$ cat src/rtl/ncl_rx_bridge.sv
// ncl_rx_bridge: synchronises a dual-rail NCL bundle, captures each stable DATA
// wavefront into a single-rail FIFO and drives the stage acknowledge.
module ncl_rx_bridge #(
    parameter int SYNC_STAGES   = 2,
    parameter int STABLE_CYCLES = 2,
    parameter int FIFO_DEPTH    = 2
) (
    input  logic        clk,
    input  logic        rst,
    input  logic [13:0] ncl_in,
    output logic        ncl_ack,
    output logic        out_valid,
    input  logic        out_ready,
    output logic [3:0]  out_soma,
    output logic        out_zero,
    output logic        out_neg,
    output logic        out_of,
    output logic        err_illegal
);
    localparam int AW = $clog2(FIFO_DEPTH);
    localparam int CW = AW + 1;
    localparam logic [2:0] SC = 3'(STABLE_CYCLES);
    localparam logic [CW-1:0] DEPTH = CW'(FIFO_DEPTH);

    typedef enum logic {WAIT_DATA = 1'b0, WAIT_NULL = 1'b1} state_t;

    state_t        state, state_n;
    logic [13:0]   sync_q [SYNC_STAGES];
    logic [13:0]   s, prev;
    logic [6:0]    r1, r0;
    logic [2:0]    cnt, run;
    logic          is_ill, is_null, is_comp, qual, space, push, pop;
    logic [6:0]    mem [FIFO_DEPTH];
    logic [AW-1:0] wp, rp;
    logic [CW-1:0] count;

    always_ff @(posedge clk) begin
        if (rst) begin
            for (int i = 0; i < SYNC_STAGES; i++) sync_q[i] <= '0;
        end else begin
            sync_q[0] <= ncl_in;
            for (int i = 1; i < SYNC_STAGES; i++) sync_q[i] <= sync_q[i-1];
        end
    end

    assign s = sync_q[SYNC_STAGES-1];

    always_comb begin
        r1 = '0;
        r0 = '0;
        for (int k = 0; k < 7; k++) begin
            r1[k] = s[2*k+1];
            r0[k] = s[2*k];
        end
    end

    assign is_ill  = |(r1 & r0);
    assign is_null = ~|(r1 | r0);
    assign is_comp = &(r1 ^ r0);
    // run counts this sample plus the identical samples already seen before it
    assign run     = (s == prev && cnt != 3'd0) ? cnt + 3'd1 : 3'd1;
    assign qual    = (is_comp || is_null) && run >= SC;

    always_ff @(posedge clk) begin
        if (rst) begin
            prev        <= '0;
            cnt         <= '0;
            err_illegal <= 1'b0;
        end else begin
            prev        <= s;
            cnt         <= !(is_comp || is_null) ? 3'd0 : (run > SC ? SC : run);
            err_illegal <= err_illegal | is_ill;
        end
    end

    assign pop   = out_valid && out_ready;
    assign space = count < DEPTH || pop;

    always_comb begin
        state_n = state;
        push    = 1'b0;
        if (state == WAIT_DATA) begin
            push    = qual && is_comp && space;
            state_n = push ? WAIT_NULL : WAIT_DATA;
        end else begin
            state_n = (qual && is_null) ? WAIT_DATA : WAIT_NULL;
        end
    end

    always_ff @(posedge clk) begin
        if (rst) begin
            state <= WAIT_DATA;
            wp    <= '0;
            rp    <= '0;
            count <= '0;
        end else begin
            state <= state_n;
            wp    <= wp + AW'(push);
            rp    <= rp + AW'(pop);
            count <= count + CW'(push) - CW'(pop);
        end
    end

    always_ff @(posedge clk) begin
        if (push) mem[wp] <= r1;
    end

    assign ncl_ack   = state;
    assign out_valid = count != '0;
    assign {out_of, out_neg, out_zero, out_soma} = out_valid ? mem[rp] : 7'd0;
endmodule

$ cat config.mk
export PLATFORM = sky130hd
export DESIGN_NAME = ncl_rx_bridge
export DESIGN_NICKNAME = d
export VERILOG_FILES = /design/src/rtl/ncl_rx_bridge.sv
export SDC_FILE = /design/constraint.sdc
export NUM_CORES = 1
export LEC_CHECK = 0
export ABC_CLOCK_PERIOD_IN_PS = 5100
export BUFFER_PORTS_ARGS = -buffer_cell sky130_fd_sc_hd__buf_4
export CORE_MARGIN = 2
export CORE_UTILIZATION = 61
export DETAILED_ROUTE_END_ITERATION = 10
export HOLD_SLACK_MARGIN = 0.08
export PLACE_DENSITY = 0.78
export SLEW_MARGIN = 5
export SYNTH_ARGS = -nofsm -noshare
export SYNTH_HDL_FRONTEND = slang
export SYNTH_SLANG_ARGS = --single-unit
export TNS_END_PERCENT = 5
$ cat constraint.sdc
create_clock -name clk -period 5.1 [get_ports clk]
set_clock_uncertainty 0.2 [all_clocks]
set_input_delay 1.02 -clock clk [delete_from_list [all_inputs] [get_ports clk]]
set_output_delay 1.02 -clock clk [all_outputs]
set_load 0.005 [all_outputs]
Word-level counts from Yosys, hierarchy flattened
Memory sizes are Yosys's and may differ from the RTL's. A register that Yosys moved wholly into a read port is not among the register bits. Cells that the tools add are included.

Add/sub/neg operators: 5. $lt $le $gt $ge: 3. Equality and inequality tests: 1. Multiplexer cells: 15. Bitwise logic cells: 7. Reduce and logical (&&, ||, !) cells: 16.

Operator list (count): two-way mux 14 bit (2); == test 14 bit (1); OR reduction 7 bit (2); two-way mux 1 bit (10); bitwise AND 7 bit (1); two-way mux 7 bit (1); bitwise OR 7 bit (1); AND reduction 7 bit (1); XOR 7 bit (1); logical AND 1 bit (6); adder 3 x 1 -> 3 bit, second input constant (1); greater-or-equal comparator 3 x 2 -> 1 bit, second input constant (1); > comparator 3 x 2 -> 1 bit, second input constant (1); two-way mux 3 bit (1); bitwise OR 1 bit (3); nonzero test 3 bit (1); OR reduction 3 bit (1); adder 1 bit (2); adder 2 x 1 -> 2 bit (1); logical OR 1 bit (2); less-than comparator 2 bit, second input constant (1); two-way mux 2 bit (1); nonzero test 2 bit (1); OR reduction 2 bit (1); 3 further kinds (3).

Flip-flop bits (word level): 23. Memory bits (writable): 42. Bits of input ports: 17. Output and inout port bits: 10. Word-level logic and storage cells: 57. Memories kept: 2.

Memories: sync_q (depth 2, width 14, rd ports 2, clocked after Yosys merged registers in 0, write ports 2, RTL line 28) `logic [13:0] sync_q [SYNC_STAGES];`; mem (depth 2, width 7, rd ports 1, clocked after Yosys merged registers in 1, write ports 1, RTL line 33) `logic [6:0] mem [FIFO_DEPTH];`.

Logic depth before layout (Yosys ltp)
Depth in word-level cells: 10. Depth in mapped cells: 9. Mapped depth without buffers: 9.

Worst setup path after synthesis
OpenSTA, ideal clock, no wires.

Path type: input-to-reg. Start point: input out_ready. End point: memory mem[0][0], enable pin. Library setup time: 326 ps. Data arrival time: 1743 ps. Data required time: 4574 ps. Setup slack: 2831 ps. Stages on the path: 5. Buffers on the path: 0. Cell sequence: inv_1 a21oi_1 nand3_1 nor2_1 ha_1.

Cells in the longest elaborated chain, start to end: 6.

RTL lines: from (decl) (RTL line 13) `input logic out_ready,`; logical AND 1 bit (RTL line 76) `assign pop = out_valid && out_ready;`; logical OR 1 bit (RTL line 77) `assign space = count < DEPTH || pop;`; logical AND 1 bit (RTL line 83) `push = qual && is_comp && space;`; two-way mux 1 bit (RTL line 82) `if (state == WAIT_DATA) begin`; two-way mux 1 bit (RTL line 105) `if (push) mem[wp] <= r1;`; two-way mux 1 bit (implied by the code) (RTL line 105); to (decl) (RTL line 33).

Every way passes these cells.

==> flow_metrics.py <==
metrics = {
    "cts": {
        "clk_latency_ns": 0.33,
        "post_cts_buffers": 0,
        "cts-hold-fix-buffers": 0,
        "clkSinkCount": 65,
        "clkSlewWorstSetupHoldPaths_ns": 0.06,
        "htree_levels": 3,
        "numCtsBuffers": 9,
        "cts_buffer_depth": 2,
        "cts_tree": "done",
        "cts_root_buf": "clkbuf_8",
        "ctsResizeCount": 0,
    },
    "placement": {
        "hpwlAfterDp_um": 2600,
        "gp_congestion": 0.811,
        "numPortBuffers": 26,
        "pre_cts_ws_ns": 2.57,
    },
    "timing": {
        "rsz0062_at_grt": "no",
        "hold_viol": 0,
        "slew_headroom_pct": 64.7,
        "setup_ws_ns": 2.49,
        "worst_pin_slew_ns": 0.527,
        "finalSetupTns_ns": 0,
        "finalCritPeriodShare_pct": 51.2,
        "setup_viol": 0,
        "fin_crit_ns": 2.61,
        "final_max_slew_viol_count": 0,
        "max_freq_mhz": 383,
    },
    "final_layout": {
        "drive_above_1_share_pct": 16.3,
        "final_common_cell": "dfxtp_1",
        "nets": 290,
        "syn2layout_area_growth_pct": 16.6,
        "final_cell_mix": "51 x dfxtp_1, 32 x nor2_1, 29 x nor2b_1, 26 x buf_4, 23 x inv_1",
        "antenna_cells": 0,
    },
    "run_status": {
        "status": "complete, no violations",
    },
    "synth": {
        "seq_area_frac_synth_pct": 58.4,
        "synth-seq-cells": 65,
        "yosysTopAreaCellShare_pct": 41.4,
        "ys_warn_count": 0,
        "synth_area_um2": 2470,
        "synth_nets": 259,
        "synth.largest_area_cell": "dfxtp_1",
        "synth_area_leaders": "dfxtp_1 41%, edfxtp_1 17%, ha_1 10%, nor2b_1 7.4%, nor2_1 4.9%",
        "ys_types": 23,
        "avgSynthCellArea_um2": 11.1,
        "syn-instance-count": 222,
    },
    "global_routing": {
        "gr-max-usage-layer": "met2",
        "grt_max_degree": 51,
        "grt.overflow.total": 0,
        "grt_use_met1_pct": 19.6,
        "track_usage_pct": 19.2,
        "grtUsageMet2_pct": 33.0,
        "grt_use_met3_pct": 6.17,
        "grt_pass1_vias": 1436,
        "antenna_found_initial": 0,
        "grt_pass1_wl_um": 6040,
    },
    "routing": {
        "ant_nets": 0,
        "drt-vias-per-instance": 4.80,
        "drtIter0Drc": 42,
        "wire_per_inst_um": 11.9,
        "wl_um": 3670,
        "num_vias": 1478,
        "drt-pass1-iter-count": 4,
        "post-route-drc-count": 0,
    },
    "worst_setup_path": {
        "startpoint_type": "register",
        "r2r_cells": 6,
        "crit_type": "register to output port",
        "rrSetupSlack_ns": 2.65,
        "crit_required_ns": 3.88,
        "arrival_ns": 1.39,
        "worstPathMaxFanout": 8,
        "endpoint_kind": "output port",
    },
    "die": {
        "die_h_um": 67.6,
        "die-area_um2": 4570,
        "num_rows": 23,
        "initial_utilization_pct": 62.6,
        "dieWidth_um": 67.6,
        "core_area_um2": 3940,
        "ios": 27,
    },
    "pwr": {
        "power_w": 0.00103,
        "powerDensity_nw_per_um2": 359,
        "ir_drop_mv": 0.306,
        "leakagePower_nw": 1.27,
    },
    "min_path": {
        "holdPathStages": 1,
        "min_path_type": "register to register",
    },
    "run": {
        "cap_viol_max_count": 0,
    },
}
## registers in the layout (all words and copies together) (netlist names)
| register | cells |
|---|---|
| sync_q | 28 |
| mem | 14 |
| prev | 14 |
| cnt | 3 |
| count | 2 |
| err_illegal | 1 |
| ncl_ack | 1 |
| rp | 1 |
| wp | 1 |
## metrics by stage
step / hold WS, ns / util [%] / instances / area, um2
3_3_place_gp: 0.216 / 68.5 / 292 / 2700
2_1_floorplan: 0.214 / - / 222 / 2470
3_5_place_dp: 0.222 / 68.5 / 292 / 2700
5_1_grt: 0.255 / 72.9 / 308 / 2880
6_report: 0.230 / 72.9 / 308 / 2880
4_1_cts: 0.236 / 72.9 / 308 / 2880
## final cells by class
class                   instances  area, um2
clock buffers                  13        159
inverters                      23       86.3
repair buffers                 26        195
multi-input cells             128        916
clock inverters                 3       15.0
well taps                      50       62.6
flip-flops and latches         65       1440
fillers                       292       1070
## power breakdown
| part | internal, W | switching, W |
|---|---|---|
| clock network | 0.000201 | 0.000172 |
| logic | 0.0000557 | 0.0000456 |
| registers | 0.000543 | 0.0000151 |
| total | 0.000799 | 0.000232 |
## cells in the mapped netlist, drive strengths merged
cell type and n:
nand3 3, o21a 1, o311ai 1, nor2b 29, buf 1, inv 23
conb 1, dfxtp 51, nor4 4, a21oi 3, nand2 1, nor2 32
mux2i 7, or2 1, edfxtp 14, nand2b 1, nand4 4, xor2 10
ha 20, o31ai 1, clkbuf 5, xnor2 8, and3b 1
## path summary, 6_finish.rpt
| path | start | to |
|---|---|---|
| worst max-delay path | rp | out_zero |
| worst min register to register | sync_q[0][8] | sync_q[0][22] |
| worst max register to register | sync_q[0][21] | mem[0][4] |
| worst min-delay path | sync_q[0][8] | sync_q[0][22] |
## worst max-delay path: stages (launching register included)
cell,delay (ns)
dfxtp_1,0.59
mux2i_1,0.25
nor2_1,0.06
buf_4,0.15
## cells by family after synthesis
family	synth area share, %
AO/OA/AOI/OAI	1.57
XOR/XNOR	6.39
adder cells (fa/ha/maj)	10.1
buffers and inverters	4.41
flip-flops	58.4
multiplexers	2.84
other	0.152
AND/OR/NAND/NOR	16.0
## per-layer routing
metal	share of wire [%]	up-vias
met3	3.7	12
li1	-	762
met2	52	38
met4	3.3	0
met5	0	-
met1	41	666
(Power assumes the default switching activity.)
